<file path="src/rtl/quint_pkg.sv">
// Shared constants and types for the quint_sched round-robin x5 scheduler.
package quint_pkg;
  localparam int DATA_W  = 6;
  localparam int RES_W   = 12;
  localparam int QUINT_K = 5;
  localparam int SAT_MAX = 127;
  localparam int SAT_MIN = -128;

  typedef enum logic {EMPTY, FULL} state_t;
endpackage

</file>
<file path="src/rtl/rr_pick.sv">
// Combinational round-robin picker: first valid requester at or after ptr, with wrap.
module rr_pick
  import quint_pkg::*;
#(
  parameter int NREQ = 4,
  parameter int IDW  = $clog2(NREQ)
) (
  input  logic [NREQ-1:0] valid,
  input  logic [IDW-1:0]  ptr,
  output logic [NREQ-1:0] grant,
  output logic [IDW-1:0]  idx,
  output logic            any
);

  logic [IDW-1:0] j;

  always_comb begin
    grant = '0;
    idx   = '0;
    any   = 1'b0;
    j     = '0;
    for (int unsigned i = 0; i < NREQ; i++) begin
      j = IDW'((32'(ptr) + i) % NREQ);
      if (!any && valid[j]) begin
        any      = 1'b1;
        grant[j] = 1'b1;
        idx      = j;
      end
    end
  end

endmodule

</file>
<file path="src/rtl/quint_sched.sv">
// Round-robin scheduler sharing one signed x5 datapath among NREQ requesters.
// Optional 8-bit output clamp enabled by defining QUINT_SAT8_EN.
module quint_sched
  import quint_pkg::*;
#(
  parameter int NREQ = 4,
  parameter int IDW  = $clog2(NREQ)
) (
  input  logic                   clk,
  input  logic                   rst,
  input  logic [NREQ-1:0]        req_valid,
  input  logic [DATA_W*NREQ-1:0] req_a,
  output logic [NREQ-1:0]        req_ready,
  output logic                   rsp_valid,
  input  logic                   rsp_ready,
  output logic [RES_W-1:0]       rsp_y,
  output logic [IDW-1:0]         rsp_id,
  output logic                   rsp_sat,
  output logic [15:0]            ops_cnt
);

  state_t state, state_next;

  logic [IDW-1:0]           rr_ptr;
  logic [IDW-1:0]           pick_idx;
  logic [NREQ-1:0]          pick_grant;
  logic                     pick_any;
  logic                     slot_free;
  logic                     grant_en;
  logic signed [DATA_W-1:0] a_sel;
  logic signed [RES_W-1:0]  a_ext;
  logic signed [RES_W-1:0]  prod;
  logic [RES_W-1:0]         y_next;

  rr_pick #(.NREQ(NREQ), .IDW(IDW)) u_pick (
    .valid (req_valid),
    .ptr   (rr_ptr),
    .grant (pick_grant),
    .idx   (pick_idx),
    .any   (pick_any)
  );

  // A held result leaving this cycle frees the slot for a same-cycle grant.
  assign slot_free = (state == EMPTY) | rsp_ready;
  assign grant_en  = slot_free & pick_any & ~rst;
  assign req_ready = grant_en ? pick_grant : '0;
  assign rsp_valid = (state == FULL);

  always_comb begin
    a_sel = req_a[DATA_W*int'(pick_idx) +: DATA_W];
    a_ext = RES_W'(a_sel);
    prod  = a_ext * RES_W'(QUINT_K);
  end

`ifdef QUINT_SAT8_EN
  localparam logic signed [RES_W-1:0] SAT_HI = RES_W'(SAT_MAX);
  localparam logic signed [RES_W-1:0] SAT_LO = RES_W'(SAT_MIN);

  logic sat_next;
  logic sat_q;

  always_comb begin
    y_next   = prod;
    sat_next = 1'b0;
    if (prod > SAT_HI) begin
      y_next   = SAT_HI;
      sat_next = 1'b1;
    end else if (prod < SAT_LO) begin
      y_next   = SAT_LO;
      sat_next = 1'b1;
    end
  end

  always_ff @(posedge clk) begin
    if (rst) begin
      sat_q <= 1'b0;
    end else if (grant_en) begin
      sat_q <= sat_next;
    end
  end

  assign rsp_sat = sat_q;
`else
  assign y_next  = prod;
  assign rsp_sat = 1'b0;
`endif

  always_comb begin
    state_next = state;
    if (grant_en) begin
      state_next = FULL;
    end else if (state == FULL && rsp_ready) begin
      state_next = EMPTY;
    end
  end

  always_ff @(posedge clk) begin
    if (rst) begin
      state <= EMPTY;
    end else begin
      state <= state_next;
    end
  end

  always_ff @(posedge clk) begin
    if (rst) begin
      rsp_y   <= '0;
      rsp_id  <= '0;
      rr_ptr  <= '0;
      ops_cnt <= '0;
    end else begin
      if (rsp_valid && rsp_ready) begin
        ops_cnt <= ops_cnt + 16'd1;
      end
      if (grant_en) begin
        rsp_y  <= y_next;
        rsp_id <= pick_idx;
        rr_ptr <= (pick_idx == IDW'(NREQ - 1)) ? '0 : pick_idx + 1'b1;
      end
    end
  end

endmodule
</file>
<file path="config.mk">
export PLATFORM = sky130hd
export DESIGN_NAME = quint_sched
export DESIGN_NICKNAME = d
export VERILOG_FILES = /design/src/rtl/quint_pkg.sv /design/src/rtl/rr_pick.sv /design/src/rtl/quint_sched.sv
export SDC_FILE = /design/constraint.sdc
export NUM_CORES = 1
export LEC_CHECK = 0
export CORE_MARGIN = 1.5
export CORE_UTILIZATION = 34
export DETAILED_ROUTE_END_ITERATION = 10
export MAX_ROUTING_LAYER = met4
export SYNTH_ARGS = -nofsm -noshare
export SYNTH_HDL_FRONTEND = slang
export SYNTH_HIERARCHICAL = 1
export SYNTH_SLANG_ARGS = --single-unit
</file>
<file path="constraint.sdc">
create_clock -name clk -period 4.6 [get_ports clk]
set_input_delay 0.69 -clock clk [delete_from_list [all_inputs] [get_ports clk]]
set_output_delay 0.69 -clock clk [all_outputs]
set_load 0.005 [all_outputs]
</file>
* Word-level counts from Yosys, hierarchy flattened *
Cells that the tools add are included.

cells by class
  equality and inequality tests = 1
  $add $sub $neg = 5
  order comparisons = 8
  reductions and logical operators = 12
  multiply operators = 2
  bitwise operators = 8
  mux-type cells = 32
  shift operators = 1

operators by type and width
  cell                                                  number
  variable part select 24 x 6 -> 6 bit                  1
  two-way mux 4 bit                                     5
  adder 16 x 1 -> 16 bit (second input constant)        1
  two-way mux 1 bit                                     14
  < comparator 2 x 3 -> 1 bit (second input constant)   4
  OR 4 bit                                              3
  multiplier 6 x 4 -> 10 bit (second input constant)    1
  two-way mux 2 bit                                     5
  binary-select mux 1 bit (select 2 bit)                4
  demux 1 bit (select 2 bit)                            4
  >= comparator 2 x 1 -> 1 bit (second input constant)  4
  logical AND 1 bit                                     8
  adder 2 x 1 -> 2 bit (second input constant)          2
  adder 2 bit (second input constant)                   2
  multiplier 2 x 2 -> 4 bit (first input constant)      1
  logical NOT 1 bit                                     3
  AND 1 bit                                             2
  equality test 2 bit (second input constant)           1
  NOT 1 bit                                             2
  nonzero test 2 bit                                    1
  OR 1 bit                                              1

storage, ports and cells
  bits in registers = 33
  word-level logic and storage cells = 74
  output and inout port bits = 36

* Depth between registers and ports, before layout *
  depth after elaboration = 15
  depth in mapped cells = 18

* Hierarchy *
Netlist, hierarchy kept.

modules (own cells, without submodules)
  module       area an instance (µm²)  cells each  instances
  quint_sched  1717.9                  194         1
  rr_pick      421.7                   45          1

* Worst setup path after synthesis *
No wires, ideal clock.

  kind = register to register
  from = reg rr_ptr[0]
  to = reg rsp_y[9]
  library setup time = 91 ps
  stages on the path, launching flop included = 19
  slack = 371 ps
  buffers on the path = 3
  arrival = 4138 ps
  required time = 4509 ps
  path through = dfxtp_1 buf_6 inv_1 ha_1 mux4_2 buf_6 and2b_2 o21ai_0 o31ai_1 buf_6 mux4_2 ha_1 ha_1 inv_1 fa_1 nor2b_1 nor3_1 or3_1 a311oi_1

between the ends
  cells in the longest elaborated chain, start to end = 15
  elaborated cells on any way between the ends = 30
  those cells by class = add/sub (3); mul (2); shift (1); mux (16); bitwise (2); reduce/logical (6)

RTL lines
  item                                                                           RTL line            text
  from (decl)                                                                    quint_sched.sv:24   logic [IDW-1:0] rr_ptr;
  from (signal assigned)                                                         quint_sched.sv:118  rr_ptr <= (pick_idx == IDW'(NREQ - 1)) ? '0 : pick_idx + 1'b1;
  parallel branches: the longest is 11 deep, another holds adder 2 x 1 -> 2 bit  n/a
  two-way mux 2 bit *                                                            rr_pick.sv:24       if (!any && valid[j]) begin
  via pick_idx[0]                                                                quint_sched.sv:25   logic [IDW-1:0] pick_idx;
  multiplier 2 x 2 -> 4 bit *                                                    quint_sched.sv:50   a_sel = req_a[DATA_W*int'(pick_idx) +: DATA_W];
  variable part select 24 x 6 -> 6 bit *                                         quint_sched.sv:50
  via a_sel[1]                                                                   quint_sched.sv:30   logic signed [DATA_W-1:0] a_sel;
  multiplier 6 x 4 -> 10 bit *                                                   quint_sched.sv:52   prod = a_ext * RES_W'(QUINT_K);
  to (signal assigned)                                                           quint_sched.sv:116  rsp_y <= y_next;
  to (decl)                                                                      quint_sched.sv:16   output logic [RES_W-1:0] rsp_y,

Mark *: on every way through the listed nets, which the timed path passes. The select of a mux whose other input is x is not followed.
A chain may end at the register's enable or synchronous reset.

* Worst setup path after layout *
  from = in req_valid[3]
  to = reg rsp_y[9]

between the ends
  cells in the longest elaborated chain, start to end = 15
  elaborated cells on any way between the ends = 27
  those cells by class = mul (2); shift (1); mux (16); bitwise (2); reduce/logical (6)

RTL lines
  item                                     RTL line           text
  from (decl)                              quint_sched.sv:11  input logic [NREQ-1:0] req_valid,
  binary-select mux 1 bit (select 2 bit)   rr_pick.sv:24
  two-way mux 1 bit (not written as such)  rr_pick.sv:24
  two-way mux 1 bit                        rr_pick.sv:24
  logical NOT 1 bit                        rr_pick.sv:24
  logical AND 1 bit                        rr_pick.sv:24
  two-way mux 1 bit                        rr_pick.sv:24
  logical NOT 1 bit                        rr_pick.sv:24
  logical AND 1 bit                        rr_pick.sv:24
  two-way mux 1 bit                        rr_pick.sv:24
  logical NOT 1 bit                        rr_pick.sv:24
  logical AND 1 bit                        rr_pick.sv:24
  two-way mux 2 bit *                      rr_pick.sv:24
  via pick_idx[1]                          quint_sched.sv:25
  multiplier 2 x 2 -> 4 bit *              quint_sched.sv:50
  variable part select 24 x 6 -> 6 bit *   quint_sched.sv:50
  via a_sel[1]                             quint_sched.sv:30
  multiplier 6 x 4 -> 10 bit *             quint_sched.sv:52

Mark *: on every way through the listed nets, which the timed path passes. The rest lies on a longest branch. The select of a mux whose other input is x is not followed.

==> impl_results.md <==
- Status: finished clean
- Final ANT Viol Nets: 0
- Register Area: 621 sq um
- Routability congestion estimate: 0.816
- DR vias/cell: 4.97
- Syn-to-layout area delta: 46.0%
- Average wire per standard cell: between 10 and 15 um
- Worst path required time: between 4 and 5 ns
- Yosys top cell area share: 29.0%
- Number of buffers created by CTS: 5
- Total power: between 2000 and 2500 uW
- PortBufs: 65
- Fillers: 557
- Die width: 82.3 um
- Fin nets: 372
- Worst R2R Path Depth: 15
- Starting Density: 35.7%
- Fraction of synthesized cell area in xor and xnor cells: around 4.9%
- Initial antenna violation count: 0
- Ant. Diodes: 0
- Clk buf depth: 2
- Largest net degree at the start of global routing: 33
- Mapped Area: 2140 sq um
- Synth Area in Compound Gates: between 10% and 20%
- Gr ovfl total: 0
- Power per cell area: 700 nW/um^2
- 1st-iter DRT viols: 83
- Hold Path Class: flip-flop to flip-flop
- Vias in the first global route: 1850
- Leading cell type in the layout, fill and taps excluded: clkdlybuf4s50_1
- Syn Nets: 288
- Hold WS: 0.459 ns
- CP Max Fanout: 8
- Final min period: 4.41 ns
- Area occupied by multi-input gates: 1410 sq um
- Distinct cells, synth: 45
- Clk sinks: 31
- Ys Warns: 6
- Number of H-tree levels: 2
- Critical path class: input port to flip-flop
- DRT Pass-1 Iters: 4
- Most frequent cells in the layout: clkdlybuf4s50_1, dfxtp_1, nand2_1, buf_4, a21oi_1
- Simple-gate area share of the yosys netlist: 21.7%
- Ports: 67
- Root buffer cell: clkbuf_8
- Mux contribution to synthesized area: 12.3%
- Total number of vias: 1984
- Clock latency on the worst-skew pair: between 0.2 and 0.3 ns
- # rows: 28
- LEAKAGE: ~0.0012 uW
- Final Cycle Share: 96.0%
- Gr usage total: about 16%
- Maxcap violations: 0
- Main area contributors after synthesis: dfxtp_1, ha_1, mux4_2
- Fraction of layout cells with a size suffix above 1: about 17%
- Drt total wl: between 5000 and 6000 um
- First-pass GRT wire length: 8470 um
- Worst-case clock skew: 0.00852 ns
- Post-Syn Area per Cell: 8.95 sq um
- Die area: 6780 sq um
- Relative slew slack: 66.1%
- CP endpoint kind: flip-flop
- Post-synthesis cell count: 239
- Final Hold Viols: 0
- Worst-margin pin slew: just over 0.5 ns
- Hold Crit Depth: 2
- Leading area contributor after synthesis: dfxtp_1
- Die height: around 80 um
- Core area: 5990 sq um
- Pins Over Slew Limit: 0
- Clock slew at reported path FFs: 0.07 ns
- Dpl hpwl: approximately 3900 um
- DR DRC count: 0
- Worst path arrival time: 4.61 ns
- Total Neg Setup Slack: 0 ns
- Area share of fa/ha/maj cells after synthesis: 10.9%
- Peak Freq: 0.227 GHz
- Crit start category: input port
- Register area share after synthesis: 29.0%
- CTS tree: built
- Flops & latches, synth: 31
- Maximum VDD drop: 0.376 mV
- Final setup vio count: 0
- Main combinational cell family by area after synthesis: simple AND/OR/NAND/NOR gates
## cells by family (layout without fill, tap and decap cells)
group,count (synthesis),in the layout
buffers and inverters,25,110
AND/OR/NAND/NOR,86,86
XOR/XNOR,12,12
flip-flops,31,31
AO/OA/AOI/OAI,53,53
adder cells (fa/ha/maj),18,18
multiplexers,13,13
other,1,1
## where the power goes
part / leakage [uW] / switching (uW) / total (uW) / internal, uW
logic: 0.000893 / 730 / 1590 / 861
registers: 0.000253 / 32.4 / 358 / 326
clock network: 0.0000505 / 103 / 239 / 136
total: 0.00120 / 865 / 2190 / 1320
## cell type report
type                    instances  area share (%)
clock buffers                   7            3.08
clock inverters                 1           0.240
inverters                      11            1.32
multi-input cells             183            45.0
flip-flops and latches         31            19.9
well taps                      75            3.00
repair buffers                 91            27.5
## cells in the mapped netlist, drive strengths merged
master and n:
nand2b 4, o21ai 15, ha 17, or4 1, and2 6, xor2 6, conb 1, and2b 1
o22ai 1, nand2 25, o31ai 2, nor2 15, xnor2 6, o21bai 1, nand4 5, a22oi 8
fa 1, mux4 10, nor4b 1, mux2 1, nand3b 3, nor4 1, a32o 1, nor2b 2
a21oi 19, inv 11, and4 3, o221ai 1, or3 8, a211oi 1, a311oi 1, clkbuf 6
o211ai 1, buf 8, nor3 5, dfxtp 31, o21a 2, nand3 6, mux2i 2
## metal layers
metal	part of all wire (%)	GRT usage [%]	wire, um	up-vias
li1	-	-	-	1028
met1	47	20.1	2350	914
met2	49	27.3	2470	38
met5	0	-	0	-
met4	0.56	3.39	28	0
met3	3.8	3.52	191	4
## final timing paths
check	from	to	slack [ns]
worst min-delay path	rsp_y[5]	rsp_y[5]	0.46
worst max-delay path	req_valid[3]	rsp_y[9]	0.19
worst min register to register	rsp_y[5]	rsp_y[5]	0.46
worst max register to register	rr_ptr[1]	rsp_y[9]	0.52
## worst max-delay path: stages
cell	delay [ns]
clkdlybuf4s50_1	0.45
buf_4	0.16
mux4_2	0.49
buf_6	0.16
nor4b_4	0.27
nor2_1	0.08
a32o_2	0.30
mux4_2	0.33
ha_1	0.30
ha_1	0.16
inv_1	0.06
fa_2	0.36
nor2b_2	0.13
nor3_1	0.06
or3_1	0.34
a311oi_1	0.26
## flip-flops by register name, summed over array words and instances, names as in the netlist
name       count
ops_cnt       16
rsp_id         2
rr_ptr         2
rsp_y         10
rsp_valid      1
## stage by stage
| step | worst slack (ns) | instances | cell area, sq um | util [%] |
|---|---|---|---|---|
| after global placement | -0.317 | 386 | 2960 | 49.3 |
| after floorplan | 0.371 | 239 | 2140 | - |
| final | 0.185 | 399 | 3120 | 52.2 |
| after CTS | 0.00251 | 394 | 3070 | 51.2 |
| after detailed placement | -0.485 | 386 | 2960 | 49.3 |
| after global routing | -0.0154 | 399 | 3120 | 52.2 |
## timing repair
action                                  4_1_cts  5_1_grt
hold buffers                                  0        0
setup buffers                                 0        5
pin swaps                                     0        4
endpoints found under the setup margin        2        2
gates cloned                                  0        0
resized for setup                             1       10
No activity file was read; power rests on OpenSTA's default activity.
